**src/rtl/valrdy_pkg.sv**
```systemverilog
// Shared constants and width helpers for the valrdyqueue library.
package valrdy_pkg;

  localparam int DEFAULT_BITWIDTH = 32;
  localparam int DEFAULT_ENTRIES  = 4;

  // Bits needed to index one of `entries` storage slots.
  function automatic int ptr_width(input int entries);
    return (entries > 1) ? $clog2(entries) : 1;
  endfunction

  // Bits needed to hold an occupancy of 0..entries inclusive.
  function automatic int count_width(input int entries);
    return $clog2(entries) + 1;
  endfunction

endpackage

```
**src/rtl/valrdy_fifo_ff.sv**
```systemverilog
// Enable register with synchronous active-high reset; the building block
// for queue storage, pointers and occupancy.
module ff #(
  parameter int WIDTH = 1
) (
  input  logic             CLK,
  input  logic             RESET,
  input  logic             EN,
  input  logic [WIDTH-1:0] D,
  output logic [WIDTH-1:0] Q
);

  // Clear on reset, otherwise load D when enabled.
  always_ff @(posedge CLK) begin
    if (RESET) begin
      Q <= '0;
    end else if (EN) begin
      Q <= D;
    end
  end

endmodule

```
**src/rtl/valrdy_fifo.sv**
```systemverilog
// General-purpose val/rdy decoupling queue. Storage, pointers and
// occupancy are enable registers; this module supplies the write/read
// selects, the occupancy arithmetic and the full/empty decode.
// No bypass and no full pass-through: both handshake outputs are decoded
// from registered state only.
module valrdy_fifo
  import valrdy_pkg::*;
#(
  parameter int BITWIDTH = DEFAULT_BITWIDTH,
  parameter int ENTRIES  = DEFAULT_ENTRIES
) (
  input  logic                             CLK,
  input  logic                             RESET,
  input  logic [BITWIDTH-1:0]              RECV_MSG,
  input  logic                             RECV_VAL,
  output logic                             RECV_RDY,
  output logic [BITWIDTH-1:0]              SEND_MSG,
  output logic                             SEND_VAL,
  input  logic                             SEND_RDY,
  output logic [count_width(ENTRIES)-1:0]  COUNT
);

  localparam int PW = ptr_width(ENTRIES);
  localparam int CW = count_width(ENTRIES);

  logic [PW-1:0]       r_wr_ptr;
  logic [PW-1:0]       r_rd_ptr;
  logic [CW-1:0]       r_count;
  logic [PW-1:0]       w_wr_ptr_nxt;
  logic [PW-1:0]       w_rd_ptr_nxt;
  logic [CW-1:0]       w_count_nxt;
  logic                w_count_en;
  logic                w_recv_rdy;
  logic                w_send_val;
  logic                w_enq;
  logic                w_deq;
  logic [ENTRIES-1:0]  w_entry_en;
  logic [BITWIDTH-1:0] r_entries [ENTRIES];

  // Handshake decode from registered occupancy; reset forces both low.
  always_comb begin
    w_recv_rdy = !RESET && (r_count != CW'(ENTRIES));
    w_send_val = !RESET && (r_count != '0);
    w_enq      = RECV_VAL && w_recv_rdy;
    w_deq      = SEND_RDY && w_send_val;
  end

  // Pointer increments wrap by natural overflow (ENTRIES is a power of two).
  always_comb begin
    w_wr_ptr_nxt = r_wr_ptr + PW'(1);
    w_rd_ptr_nxt = r_rd_ptr + PW'(1);
  end

  // Occupancy only moves when exactly one side fires.
  always_comb begin
    w_count_en  = w_enq ^ w_deq;
    w_count_nxt = w_enq ? (r_count + CW'(1)) : (r_count - CW'(1));
  end

  ff #(.WIDTH(PW)) u_wr_ptr (
    .CLK   (CLK),
    .RESET (RESET),
    .EN    (w_enq),
    .D     (w_wr_ptr_nxt),
    .Q     (r_wr_ptr)
  );

  ff #(.WIDTH(PW)) u_rd_ptr (
    .CLK   (CLK),
    .RESET (RESET),
    .EN    (w_deq),
    .D     (w_rd_ptr_nxt),
    .Q     (r_rd_ptr)
  );

  ff #(.WIDTH(CW)) u_count (
    .CLK   (CLK),
    .RESET (RESET),
    .EN    (w_count_en),
    .D     (w_count_nxt),
    .Q     (r_count)
  );

  for (genvar gi = 0; gi < ENTRIES; gi++) begin : g_entry
    assign w_entry_en[gi] = w_enq && (r_wr_ptr == PW'(gi));

    ff #(.WIDTH(BITWIDTH)) u_entry (
      .CLK   (CLK),
      .RESET (RESET),
      .EN    (w_entry_en[gi]),
      .D     (RECV_MSG),
      .Q     (r_entries[gi])
    );
  end

  // Head-of-queue read mux straight off the storage registers.
  always_comb begin
    SEND_MSG = r_entries[r_rd_ptr];
  end

  // Drive outputs from the decoded/registered state.
  always_comb begin
    RECV_RDY = w_recv_rdy;
    SEND_VAL = w_send_val;
    COUNT    = r_count;
  end

endmodule

```
**config.mk**
```make
export PLATFORM = sky130hd
export DESIGN_NAME = valrdy_fifo
export DESIGN_NICKNAME = d
export VERILOG_FILES = /design/src/rtl/valrdy_pkg.sv /design/src/rtl/valrdy_fifo_ff.sv /design/src/rtl/valrdy_fifo.sv
export SDC_FILE = /design/constraint.sdc
export NUM_CORES = 1
export LEC_CHECK = 0
export ABC_CLOCK_PERIOD_IN_PS = 1900
export CORE_ASPECT_RATIO = 2
export CORE_MARGIN = 2
export CORE_UTILIZATION = 48
export CTS_CLUSTER_DIAMETER = 60
export DETAILED_ROUTE_END_ITERATION = 10
export PLACE_DENSITY = 0.71
export SLEW_MARGIN = 5
export SYNTH_ARGS = -nofsm -noshare
export SYNTH_HDL_FRONTEND = slang
export SYNTH_SLANG_ARGS = --single-unit
```
**constraint.sdc**
```tcl
create_clock -name CLK -period 1.9 [get_ports CLK]
set_clock_uncertainty 0.05 [all_clocks]
set_input_delay 0.57 -clock CLK [delete_from_list [all_inputs] [get_ports CLK]]
set_output_delay 0.57 -clock CLK [all_outputs]
set_load 0.02 [all_outputs]
```
==> impl_results.md, run 1 <==
- DRC: 0
- CP max stage cell: mux4_2
- GRT overflow: 0
- Slowest stage delay, CP: 530 ps
- Status: finished with violations
- FP Rows: 56
- Die X-Extent: 81.6 µm
- Final ANT Viol Nets: 0
- Crit end category: primary output
- # fillers: about 940
- Initial DRC count: 326
- Hold_buf cts: 0
- Place WS: -392 ps
- CTS Buf Count: 17
- Setup tns final: -13,880 ps
- Synth cell types: 29
- Final wirelength: 15.8 mm
- Final hold vios: 0
- Slew @ Worst Pin: 599 ps
- Vias in the first global route: 5,233
- Layout area overhead: 32.2%
- Largest net degree at the start of global routing: 61
- Worst VDD drop: 0.000996 V
- Slew HR: 60.0%
- CP required: ~1300 ps
- Clk Latency, worst-skew pair: 420 ps
- Initial Utilization: approximately half
- Mapped Cells: between 600 and 700
- Pre-antenna DRT Iters: 5
- I/O pins: 73
- Post-DP HPWL: slightly above 10 mm
- Fraction of layout cells with a size suffix above 1: between 20 and 25%
- Number of port buffers: between 70 and 80
- Net Count, Synth: 694
- Placed cells: 850
- Die H: 159 µm
- Initial antenna violation count: 1
- Final slew viol count: 0
- Violated checks: negative setup slack
- P_leak: about 2.7 nW
- Post-route design area: 7630 µm²
- Core ar.: 11,700 µm²
- Routed via count: approximately 5,000
- Worst EP arrival: between 1500 and 2000 ps
- Aggregate global-route resource usage: around a quarter
- Post-synthesis instance area: between 5000 and 6000 µm²
- DIE AREA: 13,000 µm²
- GPL Wtd Cong: a little over 0.8
- Vias per cell: ~5.6
- Syn Area/Cell: between 8 and 9 µm²
- Hold Path Class: reg2reg
- Fmax: 422 MHz
- Critical path class: reg2out
- Avg WL per Cell: around 18 µm
- Critical Path Source Type: flip-flop
- Crit path cell chain: buf_12 > buf_12 > mux4_2 > buf_6
- Highest-count cells in the layout ignoring fill and taps: nand2_1 (257), dfxtp_1 (130), a21oi_1 (128)
- Fin crit period: ~2400 ps
- H-tree levels: 4
- Clk sinks: roughly 140
- Warning count from the yosys run: 0
- Seq cells post-synth: roughly 140
- Non-Filler Instances: just under 900
- Final Setup Violations: 32
- First-pass GRT wire length: between 20 and 30 mm
- RSZ-0062 raised after global routing: true
- Critical path fanouts, max: 8
- Max Cap Viol: 0
- Clock Path Buffers: 2
- Power Density: 1080 nW/µm²
- Dpl cell area: slightly below 7000 µm²
- Final Cycle Share: 125%
- Post-layout net count: 775
- Most common cell after layout, fill and taps aside: nand2_1
- Critical Path Most Common Cell: buf_12
- PnR worst setup slack: -469 ps
- Clk pin slew, worst setup/hold paths: approximately 60 ps
- Root buf cell: clkbuf_16
- Sequential share of the synthesized area: between 40% and 50%
- CTS tree: built
synth_stat cells, drive strengths merged:
cell type	instances	area, µm²
xor2	2	17.5
and2	1	6.26
o31ai	1	7.51
nor3	1	5.00
o211a	1	10.0
or3b	1	8.76
nor2	8	30.0
inv	2	7.51
dfxtp	135	2700
ha	5	62.6
nand2b	1	6.26
o21ai	1	5.00
a2111oi	1	27.5
clkbuf	19	71.3
a211oi	1	7.51
or2b	2	15.0
a21oi	129	646
mux2i	3	30.0
and3	5	31.3
xnor2	3	26.3
buf	36	312
nand2	257	965
nand3	4	40.0
mux4	32	721
nand3b	1	7.51
nor2b	1	6.26
worst max-delay path, delay by kind of cell, from the launching register on:
kind	cells	cell delay [ps]
flops	1	390
mux	1	530
buf+inv	3	400
cells by family after synthesis:
family | share of synthesized area, %
AO/OA/AOI/OAI | 12.2
XOR/XNOR | 0.759
buffers and inverters | 6.76
flip-flops | 46.8
adder cells (fa/ha/maj) | 1.08
multiplexers | 13.0
AND/OR/NAND/NOR | 19.4
path summary, 6_finish.rpt:
| path | from | to | slack (ps) | cells past startpoint |
|---|---|---|---|---|
| worst max-delay path | u_rd_ptr.Q[1]$_SDFFE_PP0P_ | SEND_MSG[4] | -470 | 4 |
| worst min-delay path | g_entry[1].u_entry.Q[24]$_SDFFE_PP0P_ | g_entry[1].u_entry.Q[24]$_SDFFE_PP0P_ | 400 | 2 |
| worst max register to register | u_count.Q[0]$_SDFFE_PP0P_ | u_count.Q[2]$_SDFFE_PP0P_ | 60 | 7 |
| worst min register to register | g_entry[1].u_entry.Q[24]$_SDFFE_PP0P_ | g_entry[1].u_entry.Q[24]$_SDFFE_PP0P_ | 400 | 2 |
routing by layer:
layer,global-route usage [%],part of all wire [%],up-vias
li1,-,-,2345
met3,5.61,5.2,51
met5,0,0,-
met2,47.1,57,198
met1,26.0,33,2394
met4,13.6,4.3,0
per-stage QoR:
step | total power (W) | hold slack [ps] | util (%)
2_1_floorplan | 0.00409 | 383 | -
3_3_place_gp | 0.00469 | 388 | 57.8
3_5_place_dp | 0.00473 | 397 | 57.8
4_1_cts | 0.00830 | 404 | 65.0
5_1_grt | 0.00855 | 417 | 65.2
6_report | 0.00828 | 403 | 65.2
final cells by class:
cell class              count  area, µm²  share of cell area (%)
inverters                   2       7.51                  0.0983
well taps                 145        181                    2.38
clock buffers              19        453                    5.93
repair buffers            117       1390                    18.2
flip-flops and latches    135       2720                    35.6
diodes                      1       2.50                  0.0328
clock inverters            12        166                    2.18
multi-input cells         461       2720                    35.6
state kept, by name, summed over array words and instances (netlist names):
register / flops
u_rd_ptr.Q: 2
u_wr_ptr.Q: 2
g_entry.u_entry.Q: 128
u_count.Q: 3
repair_timing:
item	4_1_cts	5_1_grt
buffers inserted	6	2
gates resized for setup	213	18
cloned	4	1
setup endpoints to repair	38	53
where the power goes:
group	total, W	internal [W]	switching, W
Sequential	0.00310	0.00298	0.000116
Combinational	0.00174	0.000875	0.000864
Clock	0.00345	0.00215	0.00129
Total	0.00828	0.00601	0.00227
Power figures use the tool's default switching activity.
==> inputs of run 2 (changes only) <==
--- a/config.mk
+++ b/config.mk
@@ -5,6 +5,7 @@
 export SDC_FILE = /design/constraint.sdc
 export NUM_CORES = 1
 export LEC_CHECK = 0
+export ABC_AREA = 1
 export ABC_CLOCK_PERIOD_IN_PS = 1900
 export CORE_ASPECT_RATIO = 2
 export CORE_MARGIN = 2
==> run 2 against run 1 <==
The flow still finishes with violations (negative setup slack). Final cell count up 18%. Hold slack better by 2.7 ps. First-iteration DRC count up 120%. Cell area up 5.8%. Utilization down 0.56 points. Total power down 6.2%. Die area up 5.4%. Combinational power down 3%. Via count up 28%. Critical path depth up 1. Clock power down 10%. Critical path type unchanged. Critical endpoint is now SEND_MSG[24]. Largest cell class unchanged.
==> impl_results.md, run 2 <==
- Status: finished with violations
- Violated checks: negative setup slack
- Highest-count cells in the layout ignoring fill and taps: nand2_1 (152), nand3_1 (132), a21oi_1 (132), dfxtp_1 (132), buf_4 (47)
- Final wirelength: between 15 and 20 mm
- Crit end category: primary output
- Reg area: 2710 µm²
- CTS tree: built
- Top flop regs: g_entry.u_entry.Q x128, u_count.Q x3
- Fin crit period: 2180 ps
- Endpoint of the worst hold-timing path: g_entry[2].u_entry.Q[4]$_SDFFE_PP0P_
- Count leader, synth: nand2_1
- Final Setup Violations: 32
- GRT overflow: 0
- Reg with most FFs: g_entry.u_entry.Q
- Largest net degree at the start of global routing: 88
- Final ANT Viol Nets: 0
- Crit path buf inv count: 3
- DIE AREA: 13,700 µm²
- Most common cell after layout, fill and taps aside: nand2_1
- Largest cells by area after synthesis: dfxtp_1 (44%), a21oi_1 (11%), nand3_1 (11%)
- Synth cell types: 20
- Max Cap Viol: 0
- Routed via count: roughly 6,400
- CP max stage cell: dfxtp_4
- Setup tns final: -7520 ps
- Mapped Cells: a little over 800
- Core ar.: approximately 12,000 µm²
- Area of the multi-input gates: roughly 3200 µm²
- Die X-Extent: between 80 and 90 µm
- Hold Path Class: reg2reg
- Dpl cell area: between 7000 and 8000 µm²
- Initial antenna violation count: 0
- Warning count from the yosys run: 0
- Number of port buffers: 72
- Top cell type's share of synthesized area: between 40% and 50%
- Post-layout net count: 930
- CP delay by family, top: buffers and inverters
- Pre-antenna DRT Iters: 7
- Critical path class: reg2out
- Layout area overhead: 32.4%
- Post-DP HPWL: roughly 12 mm
- Avg WL per Cell: around 19 µm
- Crit path cell chain: buf_12 > buf_16 > o21ai_4 > o22ai_2 > buf_6
- DRC: 0
- R2r startpoint: u_count.Q[1]$_SDFFE_PP0P_
- Post-route design area: roughly 8100 µm²
- Final slew viol count: 0
- Synth Flop Type: dfxtp_1
- Clk pin slew, worst setup/hold paths: ~60 ps
- Most instantiated cells after synthesis: nand2_1 (152), dfxtp_1 (135), a21oi_1 (132), nand3_1 (132), o21ai_0 (68)
- Post-synthesis instance area: 6100 µm²
- Critical R2R Capture: g_entry[3].u_entry.Q[16]$_SDFFE_PP0P_
- Root buf cell: clkbuf_16
- H-tree levels: 4
- FP Rows: 58
- Vias per cell: ~6.1
- Initial DRC count: about 700
- Yosys top cell by area: dfxtp_1
- Critical path fanouts, max: 5
- Clk sinks: around 140
- Min-delay src: g_entry[2].u_entry.Q[4]$_SDFFE_PP0P_
- Critical Path Source Type: flip-flop
- Vias in the first global route: between 6,000 and 7,000
- Worst EP arrival: 1560 ps
- # fillers: 1,072
- Clk Latency, worst-skew pair: approximately 410 ps
- Sequential share of the synthesized area: between 40% and 50%
- CTS Buf Count: 17
- Slew HR: a little under two fifths
- Final hold vios: 0
- GPL Wtd Cong: approximately 0.86
- Final Cycle Share: 115%
- Aggregate global-route resource usage: 27.8%
- Net Count, Synth: about 860
- CP required: about 1300 ps
- Worst VDD drop: just under 0.0008 V
- RSZ-0062 raised after global routing: true
- Asr flop ratio synth: 0%
- Die H: about 160 µm
- Number of flops mapped to enable cells by yosys: 0
- I/O pins: 73
- Hold Path Stages: 2
- Max reg flops: about 130
- Syn Area/Cell: between 7 and 8 µm²
- Clock Path Buffers: 2
- Setup slack, reg-to-reg: around 170 ps
- Fraction of layout cells with a size suffix above 1: around a quarter
- Diodes inserted: 0
- Power Density: 963 nW/µm²
- First-pass GRT wire length: approximately 30 mm
- Fmax: about 460 MHz
- PnR worst setup slack: -276 ps
- Seq cells post-synth: roughly 140
- Slowest stage delay, CP: approximately 440 ps
- Worst Reg-to-Reg Cells: 9
- Slew @ Worst Pin: 935 ps
- Initial Utilization: around half
- P_leak: about 3.0 nW
[run 2: logic make-up after synthesis]
logic type / Yosys count / share of synthesized area (%)
AND/OR/NAND/NOR: 354 / 24.8
AO/OA/AOI/OAI: 234 / 20.0
flip-flops: 135 / 44.3
buffers and inverters: 93 / 9.83
adder cells (fa/ha/maj): 5 / 1.03
[run 2: repair_timing]
| item | CTS | global route |
|---|---|---|
| resized for setup | 286 | 40 |
| endpoints found under the setup margin | 37 | 33 |
| pin swaps | 13 | 1 |
| hold buffers | 0 | 0 |
| cloned | 4 | 3 |
| buffers inserted | 1 | 0 |
[run 2: worst max path at each step]
stage | endpoint | depth (start not counted) | start
floorplan | SEND_MSG[23] | 6 | u_rd_ptr.Q[0]$_SDFFE_PP0P_
global placement | SEND_MSG[9] | 4 | u_rd_ptr.Q[0]$_SDFFE_PP0P_
detailed placement | SEND_MSG[7] | 4 | u_rd_ptr.Q[0]$_SDFFE_PP0P_
CTS | SEND_MSG[9] | 5 | u_rd_ptr.Q[0]$_SDFFE_PP0P_
global route | SEND_MSG[18] | 4 | u_rd_ptr.Q[0]$_SDFFE_PP0P_
finish | SEND_MSG[24] | 5 | u_rd_ptr.Q[0]$_SDFFE_PP0P_
[run 2: tightest hold or removal path, stage by stage (launching register included)]
cell	delay, ps
dfxtp_1	300
nand2_1	60
a21oi_1	50
[run 2: area by class of cell]
type	instances	share of cell area, %
Clock buffer	19	5.61
Clock inverter	13	1.30
Inverter	16	0.930
Multi-Input combinational cell	593	39.2
Sequential cell	135	33.6
Tap cell	150	2.32
Timing Repair Buffer	126	17.1
[run 2: per-layer routing]
| layer | track usage (%) | routed length, µm | vias up |
|---|---|---|---|
| li1 | - | - | 2942 |
| met1 | 30.6 | 7000 | 3001 |
| met4 | 14.1 | 888 | 0 |
| met5 | 0 | 0 | - |
| met3 | 5.41 | 1340 | 85 |
| met2 | 50.1 | 10300 | 357 |
[run 2: metrics by stage]
step                instances  hold slack (ps)  util (%)  setup WS, ps  power (W)
finish                   1052              406      64.7          -276    0.00777
CTS                      1049              408      63.1          -281    0.00768
global route             1052              430      64.7          -323    0.00803
floorplan                 821              387         -          10.3    0.00393
global placement         1012              395      56.4          -293    0.00448
detailed placement       1012              398      56.4          -297    0.00450
[run 2: report_power, final]
group / total, W / internal (W) / leakage [nW] / switching [W]
registers: 0.00299 / 0.00292 / 1.09 / 0.0000655
logic: 0.00169 / 0.000715 / 1.60 / 0.000978
clock network: 0.00309 / 0.00185 / 0.274 / 0.00124
